`config.mk`:
```
export PLATFORM = sky130hd
export DESIGN_NAME = universal_shift_register_ctrl
export DESIGN_NICKNAME = d
export VERILOG_FILES = /design/src/rtl/usr_pkg.sv /design/src/rtl/four_to_one_multiplexer.sv /design/src/rtl/universal_shift_register_ctrl.sv
export SDC_FILE = /design/constraint.sdc
export NUM_CORES = 1
export LEC_CHECK = 0
export ABC_CLOCK_PERIOD_IN_PS = 2100
export CAP_MARGIN = 0
export CORE_ASPECT_RATIO = 0.7
export CORE_MARGIN = 3
export CORE_UTILIZATION = 46
export CTS_CLUSTER_SIZE = 14
export DETAILED_ROUTE_END_ITERATION = 8
export GPL_TIMING_DRIVEN = 1
export PLACE_DENSITY = 0.8
export SETUP_SLACK_MARGIN = 0.2
export SLEW_MARGIN = 30
export SYNTH_ARGS = -nofsm -noshare
export SYNTH_HDL_FRONTEND = slang
export SYNTH_SLANG_ARGS = --single-unit
```
`constraint.sdc`:
```
create_clock -name clk -period 2.1 [get_ports clk]
set_input_delay 0.525 -clock clk [delete_from_list [all_inputs] [get_ports clk]]
set_output_delay 0.525 -clock clk [all_outputs]
set_load 0.01 [all_outputs]
```
`src/rtl/usr_pkg.sv`:
```
// Shared definitions for the universal shift register controller.
//   - Command mode encodings (hold / shift right / shift left / parallel load).
//   - FSM state type for the command sequencer.
package usr_pkg;

    localparam logic [1:0] MODE_HOLD = 2'b00;
    localparam logic [1:0] MODE_SR   = 2'b01;
    localparam logic [1:0] MODE_SL   = 2'b10;
    localparam logic [1:0] MODE_LOAD = 2'b11;

    typedef enum logic [1:0] {
        ST_IDLE = 2'b00,
        ST_RUN  = 2'b01,
        ST_DONE = 2'b10
    } state_t;

endpackage

```
`src/rtl/four_to_one_multiplexer.sv`:
```
// Single-bit 4:1 multiplexer feeding one register cell.
// Ports:
//   i_in0..i_in3 : data inputs (hold / from-left / from-right / load)
//   i_sel0       : select MSB
//   i_sel1       : select LSB
//   o_out        : selected input, index {i_sel0, i_sel1}
module four_to_one_multiplexer (
    input  logic i_in0,
    input  logic i_in1,
    input  logic i_in2,
    input  logic i_in3,
    input  logic i_sel0,
    input  logic i_sel1,
    output logic o_out
);

    always_comb begin
        o_out = i_in0;
        case ({i_sel0, i_sel1})
            2'b00:   o_out = i_in0;
            2'b01:   o_out = i_in1;
            2'b10:   o_out = i_in2;
            default: o_out = i_in3;
        endcase
    end

endmodule

```
`src/rtl/universal_shift_register_ctrl.sv`:
```
// Command-driven universal shift register.
// A {mode, count} command is accepted over cmd_valid/cmd_ready; the FSM then
// applies the mode to every cell for exactly count clock edges and pulses done.
// Ports:
//   clk, rst_n           : clock (rising edge), async active-low reset
//   cmd_valid/cmd_ready  : command handshake (ready only in IDLE)
//   cmd_mode, cmd_count  : operation and number of edges to apply
//   par_in               : load data, captured at handshake
//   ser_in_r, ser_in_l   : serial fill bits, sampled live on each shift edge
//   q                    : register contents
//   ser_out_r, ser_out_l : q[0], q[WIDTH-1]
//   busy, done           : RUN state, one-cycle completion pulse
module universal_shift_register_ctrl
    import usr_pkg::*;
#(
    parameter int WIDTH = 8,
    parameter int CNT_W = 4
) (
    input  logic             clk,
    input  logic             rst_n,
    input  logic             cmd_valid,
    output logic             cmd_ready,
    input  logic [1:0]       cmd_mode,
    input  logic [CNT_W-1:0] cmd_count,
    input  logic [WIDTH-1:0] par_in,
    input  logic             ser_in_r,
    input  logic             ser_in_l,
    output logic [WIDTH-1:0] q,
    output logic             ser_out_r,
    output logic             ser_out_l,
    output logic             busy,
    output logic             done
);

    state_t             r_state;
    state_t             w_state_nxt;
    logic [CNT_W-1:0]   r_remaining;
    logic [1:0]         r_mode;
    logic [WIDTH-1:0]   r_par_hold;
    logic [WIDTH-1:0]   r_q;
    logic [WIDTH-1:0]   w_mux_out;
    logic [1:0]         w_sel;
    logic               w_handshake;

    assign w_handshake = cmd_valid && (r_state == ST_IDLE);

    // Outside RUN the muxes are forced to hold so q only moves on op edges.
    assign w_sel = (r_state == ST_RUN) ? r_mode : MODE_HOLD;

    always_comb begin
        w_state_nxt = r_state;
        case (r_state)
            ST_IDLE: begin
                if (w_handshake) begin
                    w_state_nxt = (cmd_count != '0) ? ST_RUN : ST_DONE;
                end
            end
            ST_RUN: begin
                if (r_remaining == CNT_W'(1)) begin
                    w_state_nxt = ST_DONE;
                end
            end
            ST_DONE: w_state_nxt = ST_IDLE;
            default: w_state_nxt = ST_IDLE;
        endcase
    end

    always_ff @(posedge clk or negedge rst_n) begin
        if (!rst_n) begin
            r_state     <= ST_IDLE;
            r_remaining <= '0;
            r_mode      <= MODE_HOLD;
            r_par_hold  <= '0;
        end else begin
            r_state <= w_state_nxt;
            if (w_handshake) begin
                r_mode      <= cmd_mode;
                r_remaining <= cmd_count;
                r_par_hold  <= par_in;
            end else if (r_state == ST_RUN) begin
                r_remaining <= r_remaining - CNT_W'(1);
            end
        end
    end

    // Cell i: in1 takes the bit from the left neighbour (shift right),
    // in2 from the right neighbour (shift left); edge cells take serial inputs.
    for (genvar gi = 0; gi < WIDTH; gi++) begin : g_cell
        logic w_from_hi;
        logic w_from_lo;

        if (gi == WIDTH - 1) begin : g_top
            assign w_from_hi = ser_in_r;
        end else begin : g_top
            assign w_from_hi = r_q[gi+1];
        end

        if (gi == 0) begin : g_bot
            assign w_from_lo = ser_in_l;
        end else begin : g_bot
            assign w_from_lo = r_q[gi-1];
        end

        four_to_one_multiplexer u_mux (
            .i_in0  (r_q[gi]),
            .i_in1  (w_from_hi),
            .i_in2  (w_from_lo),
            .i_in3  (r_par_hold[gi]),
            .i_sel0 (w_sel[1]),
            .i_sel1 (w_sel[0]),
            .o_out  (w_mux_out[gi])
        );
    end

    always_ff @(posedge clk or negedge rst_n) begin
        if (!rst_n) begin
            r_q <= '0;
        end else begin
            r_q <= w_mux_out;
        end
    end

    assign q         = r_q;
    assign ser_out_r = r_q[0];
    assign ser_out_l = r_q[WIDTH-1];
    assign cmd_ready = (r_state == ST_IDLE);
    assign busy      = (r_state == ST_RUN);
    assign done      = (r_state == ST_DONE);

endmodule
```
# Word level (Yosys, flattened, before mapping)
# Cells that the tools add are included.
[word_totals] register_bits=24 input_bits=19 output_inout_bits=13 elab_cells=34
[classes] add_sub_neg=1 n_eq_ne=7 n_mux=15 n_reduce_logical=6
[op_table] operator="one-hot mux 1 bit (3 select lines)" n=8
[op_table] operator="two-way mux 2 bit" n=4
[op_table] operator="two-way mux 4 bit" n=2
[op_table] operator="equality test 2 x 1 -> 1 bit, second input constant" n=2
[op_table] operator="equality test 2 bit, second input constant" n=2
[op_table] operator="equality test 4 x 1 -> 1 bit, second input constant" n=1
[op_table] operator="zero test 2 bit" n=2
[op_table] operator="inequality test 2 x 1 -> 1 bit, second input constant" n=2
[op_table] operator="one-hot mux 2 bit (2 select lines)" n=1
[op_table] operator="nonzero test 4 bit" n=1
[op_table] operator="subtractor 4 x 1 -> 4 bit, second input constant" n=1
[op_table] operator="AND reduction 2 bit" n=1
[op_table] operator="nonzero test 2 bit" n=1
[op_table] operator="logical AND 1 bit" n=1

# Depth between registers and ports, before layout
# Gate-level depths: netlist of run 1.
[depth] depth_word=4 ltp_mapped=9 ltp_nobuf=7

# Hierarchy
# From an unflattened synthesis of run 1, not the netlist that was laid out.
[unflattened] cells_unflattened=78 hier_area_um2=1157.4
[by_module_without_submodules] mod="universal_shift_register_ctrl" n_inst=1 cells_each=70 area_each_um2=977.2
[by_module_without_submodules] mod="four_to_one_multiplexer" n_inst=8 cells_each=1 area_each_um2=22.5

# Least setup slack after synthesis of run 1
# Ideal clock, no wire load.
[synth_path] kind="reg2reg" from="register r_state[1]" to="register r_q[5] (netlist: q[5])" setup_ns=0.095 arrival_ns=1.765 required_time_ns=2.005 path_slack_ns=0.239 path_stages_with_launch=8 n_path_buf=1 period_less_slack_ns=1.861 path_cell_list="dfrtp_1 > nand2b_1 > inv_1 > and2_1 > ha_1 > clkbuf_1 > a221oi_1 > o31ai_1"
[synth_via] elab_chain_len=4 elab_cells_between_ends=6 classes_between="eq/ne: 3; mux: 2; reduce/logical: 1"
[synth_lines] item="from (decl)" line="universal_shift_register_ctrl.sv:35" rtl="state_t r_state;"
[synth_lines] item="from (signal assigned)" line="universal_shift_register_ctrl.sv:75" rtl="r_state <= w_state_nxt;"
[synth_lines] item="equality test 2 x 1 -> 1 bit *"
[synth_lines] item="net busy" line="universal_shift_register_ctrl.sv:31" rtl="output logic busy,"
[synth_lines] item="two-way mux 2 bit *" line="universal_shift_register_ctrl.sv:48" rtl="assign w_sel = (r_state == ST_RUN) ? r_mode : MODE_HOLD;"
[synth_lines] item="equality test 2 bit (tied with other cells)" line="four_to_one_multiplexer.sv:19" rtl="case ({i_sel0, i_sel1})"
[synth_lines] item="one-hot mux 1 bit (3 select lines)" line="four_to_one_multiplexer.sv:19"
[synth_lines] item="to (signal assigned)" line="universal_shift_register_ctrl.sv:119" rtl="r_q <= w_mux_out;"
[synth_lines] item="to (decl)" line="universal_shift_register_ctrl.sv:40" rtl="logic [WIDTH-1:0] r_q;"
# The timed path passes the listed nets; every way through them passes the cells marked *.
# A chain may end at the register's enable or synchronous reset.

# Final worst setup path of run 1
[layout_path] from="register r_state[1]" to="output busy"
[layout_via] elab_chain_len=1
[layout_lines] item="equality test 2 x 1 -> 1 bit" line="universal_shift_register_ctrl.sv:127" rtl="assign busy = (r_state == ST_RUN);"
[layout_lines] item="to (decl)" line="universal_shift_register_ctrl.sv:31"
# No other way between the ends.

==> results of run 1 <==
==> registers in the layout, summed over array words and instances, names as in the netlist <==
name and flops:
r_mode 2, r_state 2, r_par_hold 8, q 8, r_remaining 4
==> final timing paths <==
path | from | endpoint | slack (ns)
worst min register to register | r_mode[0] | r_mode[0] | 0.52
worst max register to register | r_state[1] | q[5] | 0.28
worst max-delay path | r_state[1] | busy | 0.28
worst min-delay path | r_mode[0] | r_mode[0] | 0.52
max in group asynchronous | rst_n | r_state[0] | 1.24
min in group asynchronous | rst_n | q[0] | 0.61
==> power by group <==
part           internal (mW)  switching (mW)  total, mW
logic                  0.909           0.790       1.70
registers              0.709           0.218      0.927
clock network          0.167           0.138      0.305
==> routing by layer <==
layer / GRT usage / vias to the layer above / share of wire
li1: - / 459 / -
met5: 0 / - / 0
met3: 0.0400 / 5 / 0.034
met4: 0.0779 / 0 / 0.019
met1: 0.237 / 469 / 0.48
met2: 0.282 / 27 / 0.47
==> area by class of cell <==
| type | instances | area (um2) | area share |
|---|---|---|---|
| Multi-Input combinational cell | 72 | 614 | 0.364 |
| Clock buffer | 4 | 55.1 | 0.0326 |
| Sequential cell | 24 | 603 | 0.358 |
| Tap cell | 34 | 42.5 | 0.0252 |
| Timing Repair Buffer | 35 | 349 | 0.207 |
| Inverter | 6 | 22.5 | 0.0134 |
==> timing repair <==
action                     in CTS  in global routing
gates resized for setup         7                  7
setup endpoints to repair      11                  5
hold endpoints to repair        0                  0
pin swaps                       0                  0
setup buffers                   1                  0
==> metrics by stage <==
| step | hold WS (ns) | cell area (um2) | utilization | std cells | worst slack (ns) |
|---|---|---|---|---|---|
| 2_1_floorplan | 0.229 | 1290 | - | 116 | 0.239 |
| 3_3_place_gp | 0.494 | 1580 | 0.616 | 170 | 0.227 |
| 3_5_place_dp | 0.503 | 1580 | 0.616 | 170 | 0.120 |
| 4_1_cts | 0.524 | 1650 | 0.640 | 175 | 0.205 |
| 5_1_grt | 0.545 | 1690 | 0.656 | 175 | 0.203 |
| 6_report | 0.520 | 1690 | 0.656 | 175 | 0.279 |
==> layout by cell type, fill, tap and decap left out <==
cell	instances
clkdlybuf4s50_1	28
dfrtp_1	22
nand2_1	12
nor2b_1	8
o31ai_1	8
mux2_2	6
inv_1	5
mux2_4	4
a221oi_1	4
a221oi_2	4
clkbuf_8	4
nor2_1	3
dlygate4sd2_1	3
buf_4	3
a221o_2	2
or3_1	2
ha_1	2
ha_2	2
dfrtp_2	2
nand2b_1	1
inv_2	1
and2_1	1
and2b_2	1
nor3b_4	1
nor3b_1	1
nor4_1	1
o22ai_1	1
nand3b_1	1
xor2_1	1
o21ai_0	1
o21bai_1	1
a22o_1	1
a21oi_1	1
o211ai_1	1
ha_4	1
buf_12	1
==> kinds of logic (layout without fill, tap and decap cells) <==
group                    count (synthesis)  count (layout)
AND/OR/NAND/NOR                         32              32
AO/OA/AOI/OAI                           24              24
flip-flops                              24              24
buffers and inverters                   20              45
multiplexers                            10              10
adder cells (fa/ha/maj)                  5               5
XOR/XNOR                                 1               1
==> worst max-delay path, cell delays in order (launching register included) <==
cell	delay (ns)
dfrtp_2	0.45
nand2b_1	0.20
inv_2	0.11
dlygate4sd2_1	0.27
==> metrics.yaml, run 1 <==
drt:
  drt_iter0_markers: 58
  dr.pass1.iters: 4
  viasPerCell: 5.49
  drc: 0
  num_vias: 960
  ant_nets: 0
  wl_mm: 2.76
  routedWlPerCell_um: 15.8
cells_and_area:
  layout-drive-gt1-share: 0.227
  n_antenna_cell: 0
  synthToLayoutAreaGrowth_pct: 30.9
  nNetsFinal: 166
  n_fill_cell: 193
die:
  dieWidth_um: 69.3
  row_count: 15
  core_um2: 2570
  die_area_um2: 3480
  num_io_pins: 32
  start_util: 0.501
  die_y_um: 50.3
clock_network:
  clock-root-buffer: "clkbuf_8"
  numCtsBuffers: 3
  clk-insertion-delay-late_ns: 0.27
  clockBufferDepth: 2
  clk_pin_slew_ns: 0.08
  hold_buffers: 0
  cts_tree: "done"
  h-tree-depth: 1
  clock_sink_count: 24
synthesis:
  yosysTopAreaCell: "dfrtp_1"
  ys_ff_latch: 24
  synth_edf_count: 0
  synth.top_cell.area_share: 0.466
  synth_common_cells: "dfrtp_1 (24), nand2_1 (12)"
  synth_compound_area_frac: 0.150
  ys_types: 30
  synthXorXnorAreaFrac: 0.00680
  synthTopCellsByArea: "dfrtp_1 (47%), a221oi_1 (5.4%), mux2_2 (5.2%)"
  synthAdderAreaFrac: 0.0485
  synth_mux_area_frac: 0.0990
  seq_area_frac_synth: 0.466
  synth.avg_cell_area_um2: 11.1
  yosysMostFrequentCell: "dfrtp_1"
  synthCells: 116
  yosys_warnings: 0
  ys_async_sr_fraction: 1.00
  synth-simple-area-share: 0.140
  synth_top_family_by_area: "compound AO/OA/AOI/OAI gates"
  synth_flop_cell: "dfrtp_1"
  syn_area_um2: 1290
  synth_nets: 140
place:
  port_buffers: 31
  gp_congestion: 0.789
  hpwl_mm: 2.13
power:
  pwr_density_cell_nw_per_um2: 1740
  p_leak_nw: 0.716
  vdd_drop_max_mv: 0.682
  power_mw: 2.93
grt:
  grtUsageTotal: 0.179
  gr-total-overflow: 0
  grt_pass1_wl_mm: 4.83
  grt_max_degree: 25
  grt_pass1_vias: 988
  antenna_found_initial: 0
sta:
  finClkSkew_ns: 0.00528
  hold_viol: 0
  grt_setup_unrepaired: "no"
  worst_pin_slew_ns: 0.425
  setup_violations: 0
  final.min_clock_period_ns: 1.82
  max-slew-margin-rel: 0.714
  final.period_utilization: 0.867
  clock.fmax_mhz: 549
  tns_ns: 0
  finalMaxSlewViolations: 0
outcome:
  outcome: "finished, final reports clean"
setup_path:
  r2r.worst_path.cells: 7
  end_kind: "primary output"
  arrival_ns: 1.30
  startpoint_type: "flop"
  critical_path_class: "reg2out"
  crit_fanout: 6
  worstPathRequired_ns: 1.57
flow_run:
  cap_violations: 0
min_path:
  min_path_cells: 1
  hold_path_class: "reg2reg"
Power figures use the tool's default switching activity.
==> inputs of run 2 (changes only) <==
--- a/config.mk
+++ b/config.mk
@@ -5,16 +5,16 @@
 export SDC_FILE = /design/constraint.sdc
 export NUM_CORES = 1
 export LEC_CHECK = 0
-export ABC_CLOCK_PERIOD_IN_PS = 2100
+export ABC_CLOCK_PERIOD_IN_PS = 1990
 export CAP_MARGIN = 0
 export CORE_ASPECT_RATIO = 0.7
 export CORE_MARGIN = 3
 export CORE_UTILIZATION = 46
 export CTS_CLUSTER_SIZE = 14
 export DETAILED_ROUTE_END_ITERATION = 8
-export GPL_TIMING_DRIVEN = 1
 export PLACE_DENSITY = 0.8
 export SETUP_SLACK_MARGIN = 0.2
+export SKIP_CTS_REPAIR_TIMING = 1
 export SLEW_MARGIN = 30
 export SYNTH_ARGS = -nofsm -noshare
 export SYNTH_HDL_FRONTEND = slang
==> constraint.sdc (replaced) <==
create_clock -name clk -period 1.99 [get_ports clk]
set_input_delay 0.4975 -clock clk [delete_from_list [all_inputs] [get_ports clk]]
set_output_delay 0.4975 -clock clk [all_outputs]
set_load 0.01 [all_outputs]
==> run 2 against run 1 <==
Effect of this change:
- via count decreased by 1.0%
- first-iteration DRC count increased by 31%
- combinational power increased by 9%
- critical path type unchanged
==> metrics.yaml, run 2 (synthesized netlist as in run 1, its figures left out) <==
sta:
  final.period_utilization: 0.878
  final.min_clock_period_ns: 1.75
  hold_viol: 0  # unchanged
  worst_pin_slew_ns: 0.468  # +0.0436 ns
  fin_ws_ns: 0.242  # -0.0371 ns
  finalMaxSlewViolations: 0  # unchanged
  grt_setup_unrepaired: "no"
  tns_ns: 0  # unchanged
  whs_ns: 0.511  # -0.00887 ns
  clock.fmax_mhz: 572
  setup_violations: 0  # unchanged
  max-slew-margin-rel: 0.685  # -0.0293
  finClkSkew_ns: 0.0102  # +0.00488 ns
cells_and_area:
  final_cells: 176  # +0.57%
  n_antenna_cell: 0  # unchanged
  fin_util: 0.672  # +0.0161
  synthToLayoutAreaGrowth_pct: 34.1
  final_common_cell: "clkdlybuf4s50_1"
  nNetsFinal: 167  # +0.60%
  layout-drive-gt1-share: 0.275  # +0.0477
  layout_common_cells: "clkdlybuf4s50_1 (27), dfrtp_1 (19), nand2_1 (12)"
  final_area_um2: 1730  # +2.4%
  n_fill_cell: 180  # -6.7%
setup_path:
  end_kind: "primary output"
  cp_slowest_stage_delay_ns: 0.55  # +0.10 ns
  arrival_ns: 1.25  # -0.05 ns
  crit_family: "buffers and inverters"
  cp_cell_sequence: "clkdlybuf4s50_1"
  critical_path_class: "reg2out"
  critPathBufInv: 1  # -1
  startpoint_type: "flop"
  critPathSlowestCell: "clkdlybuf4s50_1"
  worstPathRequired_ns: 1.49  # -0.08 ns
  crit_fanout: 4  # -2
power:
  clock_power_share: 0.104  # about the same
  power_mw: 3.16  # +7.7%
  p_switching_mw: 1.22  # +6.6%
  vdd_drop_max_mv: 0.915  # +34%
  internal_power_mw: 1.93  # +8.3%
  p_comb_frac: 0.586  # +0.006
  p_leak_nw: 0.767  # +7.1%
  switching_share: 0.387  # -0.00384
  pwr_density_cell_nw_per_um2: 1830  # +5.1%
  p_seq_frac: 0.310  # -0.006
grt:
  grt_pass1_wl_mm: 4.57  # -5.4%
  antenna_found_initial: 0  # unchanged
  grtUsageTotal: 0.170  # -0.00893
  grt_max_degree: 25  # unchanged
  grt_pass1_vias: 913  # -7.6%
  gr-total-overflow: 0  # unchanged
clock_network:
  clk-insertion-delay-late_ns: 0.27  # about the same
  h-tree-depth: 1  # unchanged
  clock-root-buffer: "clkbuf_8"
  clock_sink_count: 24  # unchanged
  clockBufferDepth: 2  # unchanged
  cts_tree: "done"
  clk_pin_slew_ns: 0.09  # about the same
  numCtsBuffers: 3  # unchanged
min_path:
  hold_path_class: "reg2reg"
place:
  post_dp_cell_area_um2: 1590  # +0.47%
  gp_congestion: 0.791  # +0.30%
  hpwl_mm: 2.07  # -2.8%
  dp_worst_setup_slack_ns: 0.0510  # -0.0690 ns
  dp.cells: 170  # unchanged
  port_buffers: 31  # unchanged
drt:
  ant_nets: 0  # unchanged
  wl_mm: 2.77  # +0.47%
  drt_iter0_markers: 76  # +31%
  routedWlPerCell_um: 15.8  # -0.10%
  num_vias: 950  # -1.0%
  viasPerCell: 5.40  # -1.6%
  drc: 0  # unchanged
  dr.pass1.iters: 4  # unchanged
outcome:
  outcome: "finished, final reports clean"
die:
  core_um2: 2570  # unchanged
  start_util: 0.501  # unchanged
  die_area_um2: 3480  # unchanged
  dieWidth_um: 69.3  # unchanged
  die_y_um: 50.3  # unchanged
  num_io_pins: 32  # unchanged
  row_count: 15  # unchanged
flow_run:
  cap_violations: 0  # unchanged
## run 2: changes by cell type in the layout (fill, tap and decap cells not counted), sizes merged
cell | before | now
dlymetal6s2s | 0 | 4
buf | 4 | 5
clkdlybuf4s50 | 28 | 27
dlygate4sd2 | 3 | 0
## run 2: final timing paths
kind	start	to	slack, ns	cells past startpoint
min in group asynchronous	rst_n	q[7]	0.57	2
max reg2reg	r_state[0]	q[1]	0.36	7
min reg2reg	r_par_hold[0]	r_par_hold[0]	0.51	1
max	q[5]	q[5]	0.24	1
max in group asynchronous	rst_n	r_state[0]	1.16	2
min	r_par_hold[0]	r_par_hold[0]	0.51	1
## run 2: layer usage
metal	up-vias	track usage	part of all wire
li1	457	-	-
met2	38	0.245	0.47
met3	6	0.0500	0.054
met5	-	0	0
met1	449	0.237	0.45
met4	0	0.0714	0.021
## run 2: power groups by stage
| stage | clock network [mW] | registers [mW] | logic (mW) |
|---|---|---|---|
| 2_1_floorplan | 0 | 0.918 | 1.23 |
| 3_3_place_gp | 0 | 0.953 | 1.57 |
| 3_5_place_dp | 0 | 0.973 | 1.63 |
| 4_1_cts | 0.333 | 0.964 | 1.63 |
| 5_1_grt | 0.361 | 1.02 | 2.02 |
| 6_report | 0.329 | 0.978 | 1.85 |
## run 2: cell type report
type	instances	area, um2	area share
sequential	24	607	0.351
clock buffer	4	55.1	0.0319
inverter	6	22.5	0.0130
multi-input combinational	72	631	0.365
timing repair buffer	36	370	0.214
tap	34	42.5	0.0246
## run 2: worst register-to-register path, cell delays in order, from the launching register on
cell      delay [ns]
dfrtp_2         0.44
nand2b_4        0.11
inv_2           0.07
and2_4          0.17
inv_1           0.08
ha_2            0.31
a221oi_1        0.12
o31ai_1         0.26
==> inputs of run 3 (changes only) <==
--- a/config.mk
+++ b/config.mk
@@ -9,10 +9,12 @@
 export CAP_MARGIN = 0
 export CORE_ASPECT_RATIO = 0.7
 export CORE_MARGIN = 3
-export CORE_UTILIZATION = 46
+export CORE_UTILIZATION = 48
 export CTS_CLUSTER_SIZE = 14
 export DETAILED_ROUTE_END_ITERATION = 8
-export PLACE_DENSITY = 0.8
+export GPL_TIMING_DRIVEN = 0
+export PLACE_DENSITY = 0.83
+export RECOVER_POWER = 100
 export SETUP_SLACK_MARGIN = 0.2
 export SKIP_CTS_REPAIR_TIMING = 1
 export SLEW_MARGIN = 30
==> run 3 against run 2 <==
Effect of this change:
- sequential cell count did not move
- utilization rose by 7.1 points
- critical path depth rose by 1
- count of clock-buffer cells in the layout fell by 1
- first-iteration DRC count fell by 30%
- sequential share of layout area fell by 2.7 points
- power rose by 13%
- register-to-register slack got worse by 0.21 ns
- global-route usage fell by 0.31 points
- critical endpoint unchanged
- highest routed layer unchanged
==> metrics.yaml, run 3 (synthesized netlist as in run 1, its figures left out) <==
die:
  dieWidth_um: 67.9  # -1.9%
  die_area_um2: 3350  # -3.8%
  die_y_um: 49.4  # -1.9%
  core_um2: 2510  # -2.2%
  start_util: 0.512  # +0.0112
  num_io_pins: 32  # unchanged
  row_count: 15  # unchanged
place:
  dp_worst_setup_slack_ns: -0.0652  # -0.116 ns
  gp_congestion: 0.788  # -0.42%
  port_buffers: 31  # unchanged
  hpwl_mm: 1.96  # -5.5%
grt:
  grt_pass1_wl_mm: 4.15  # -9.1%
  grt_max_degree: 25  # unchanged
  gr-total-overflow: 0  # unchanged
  grtUsageTotal: 0.167  # -0.00313
  grt_pass1_vias: 863  # -5.5%
  antenna_found_initial: 0  # unchanged
power:
  p_leak_nw: 0.838  # +9.3%
  vdd_drop_max_mv: 0.830  # -9.2%
  pwr_density_cell_nw_per_um2: 1900  # +4.2%
clock_network:
  clock_sink_count: 24  # unchanged
  numCtsBuffers: 3  # unchanged
  h-tree-depth: 1  # unchanged
  clockBufferDepth: 2  # unchanged
  cts_tree: "done"
  clk-insertion-delay-late_ns: 0.26  # about the same
  clock-root-buffer: "clkbuf_8"
  clk_pin_slew_ns: 0.08  # about the same
drt:
  dr.pass1.iters: 4  # unchanged
  drc: 0  # unchanged
  routedWlPerCell_um: 17.1  # +8.6%
  viasPerCell: 5.41  # +0.17%
  wl_mm: 3.41  # +23%
  num_vias: 1076  # +13%
  drt_iter0_markers: 53  # -30%
  ant_nets: 0  # unchanged
cells_and_area:
  final_common_cell: "buf_4"
  layout-drive-gt1-share: 0.333  # +0.0587
  n_antenna_cell: 0  # unchanged
  layout_common_cells: "buf_4 (24), dfrtp_1 (20), clkdlybuf4s50_1 (15)"
  synthToLayoutAreaGrowth_pct: 45.0
  nNetsFinal: 191  # +14%
setup_path:
  critical_path_class: "reg2out"
  arrival_ns: 1.37  # +0.12 ns
  crit_start: "q[5]"
  critPathSlowestCell: "dlygate4sd3_1"
  end_kind: "primary output"
  crit_fanout: 2  # -2
  worstPathRequired_ns: 1.49  # about the same
  cp_cell_sequence: "buf_4 -> dlygate4sd3_1"
  cp_slowest_stage_delay_ns: 0.59  # +0.04 ns
  startpoint_type: "flop"
  timing.rr.start: "r_state[1]"
sta:
  hold_viol: 0  # unchanged
  grt_setup_unrepaired: "yes"
  finClkSkew_ns: 0.00525  # -0.00490 ns
  final.period_utilization: 0.940  # +0.0612
  max-slew-margin-rel: 0.169  # -0.516
  worst_pin_slew_ns: 1.25  # +0.778 ns
  final.min_clock_period_ns: 1.87  # +0.122 ns
  clock.fmax_mhz: 535  # -6.5%
  setup_violations: 0  # unchanged
  fin_ws_ns: 0.120  # -0.122 ns
  finalMaxSlewViolations: 0  # unchanged
  tns_ns: 0  # unchanged
  whs_ns: 0.474  # -0.0371 ns
min_path:
  hold_path_class: "in2async"
outcome:
  outcome: "finished, final reports clean"
flow_run:
  cap_violations: 0  # unchanged
[run 3: worst paths after layout]
path                               to  slack [ns]  cells after the start
setup / recovery                 q[5]        0.12                      2
hold / removal                   q[1]        0.47                      1
setup reg to reg                 q[0]        0.15                      8
hold reg to reg             r_mode[1]        0.50                      1
max in group asynchronous  r_state[0]        0.69                      1
min in group clk            r_mode[1]        0.50                      1
[run 3: metrics by stage]
stage	utilization	instances	power [mW]	cell area (um2)
global route	0.743	199	3.80	1870
CTS	0.671	184	2.98	1690
floorplan	-	116	2.15	1300
global placement	0.656	181	2.65	1650
detailed placement	0.654	181	2.70	1650
finish	0.743	199	3.56	1870
[run 3: metal layers]
metal | track usage | vias up | wire, um
met1 | 0.250 | 523 | 1450
met4 | 0.0528 | 0 | 55
li1 | - | 509 | -
met2 | 0.234 | 36 | 1760
met5 | 0 | - | 0
met3 | 0.0392 | 8 | 138
[run 3: critical path: cells and delay by family, from the launching register on]
family	cells	cell delay, ns
buffers and inverters	2	0.72
DFF	1	0.39
[run 3: final cells by class]
class / count / area [um2]
timing repair buffer: 47 / 418
multi-input combinational: 72 / 621
tap: 34 / 42.5
inverter: 6 / 25.0
buffer: 13 / 116
fill: 184 / 646
clock buffer: 3 / 41.3
sequential: 24 / 606
[run 3: where the power goes]
group | leakage (nW) | internal, mW | total, mW | switching, mW
combinational | 0.531 | 1.25 | 2.33 | 1.09
sequential | 0.286 | 0.753 | 0.947 | 0.194
clock | 0.0216 | 0.135 | 0.280 | 0.144
total | 0.838 | 2.13 | 3.56 | 1.42
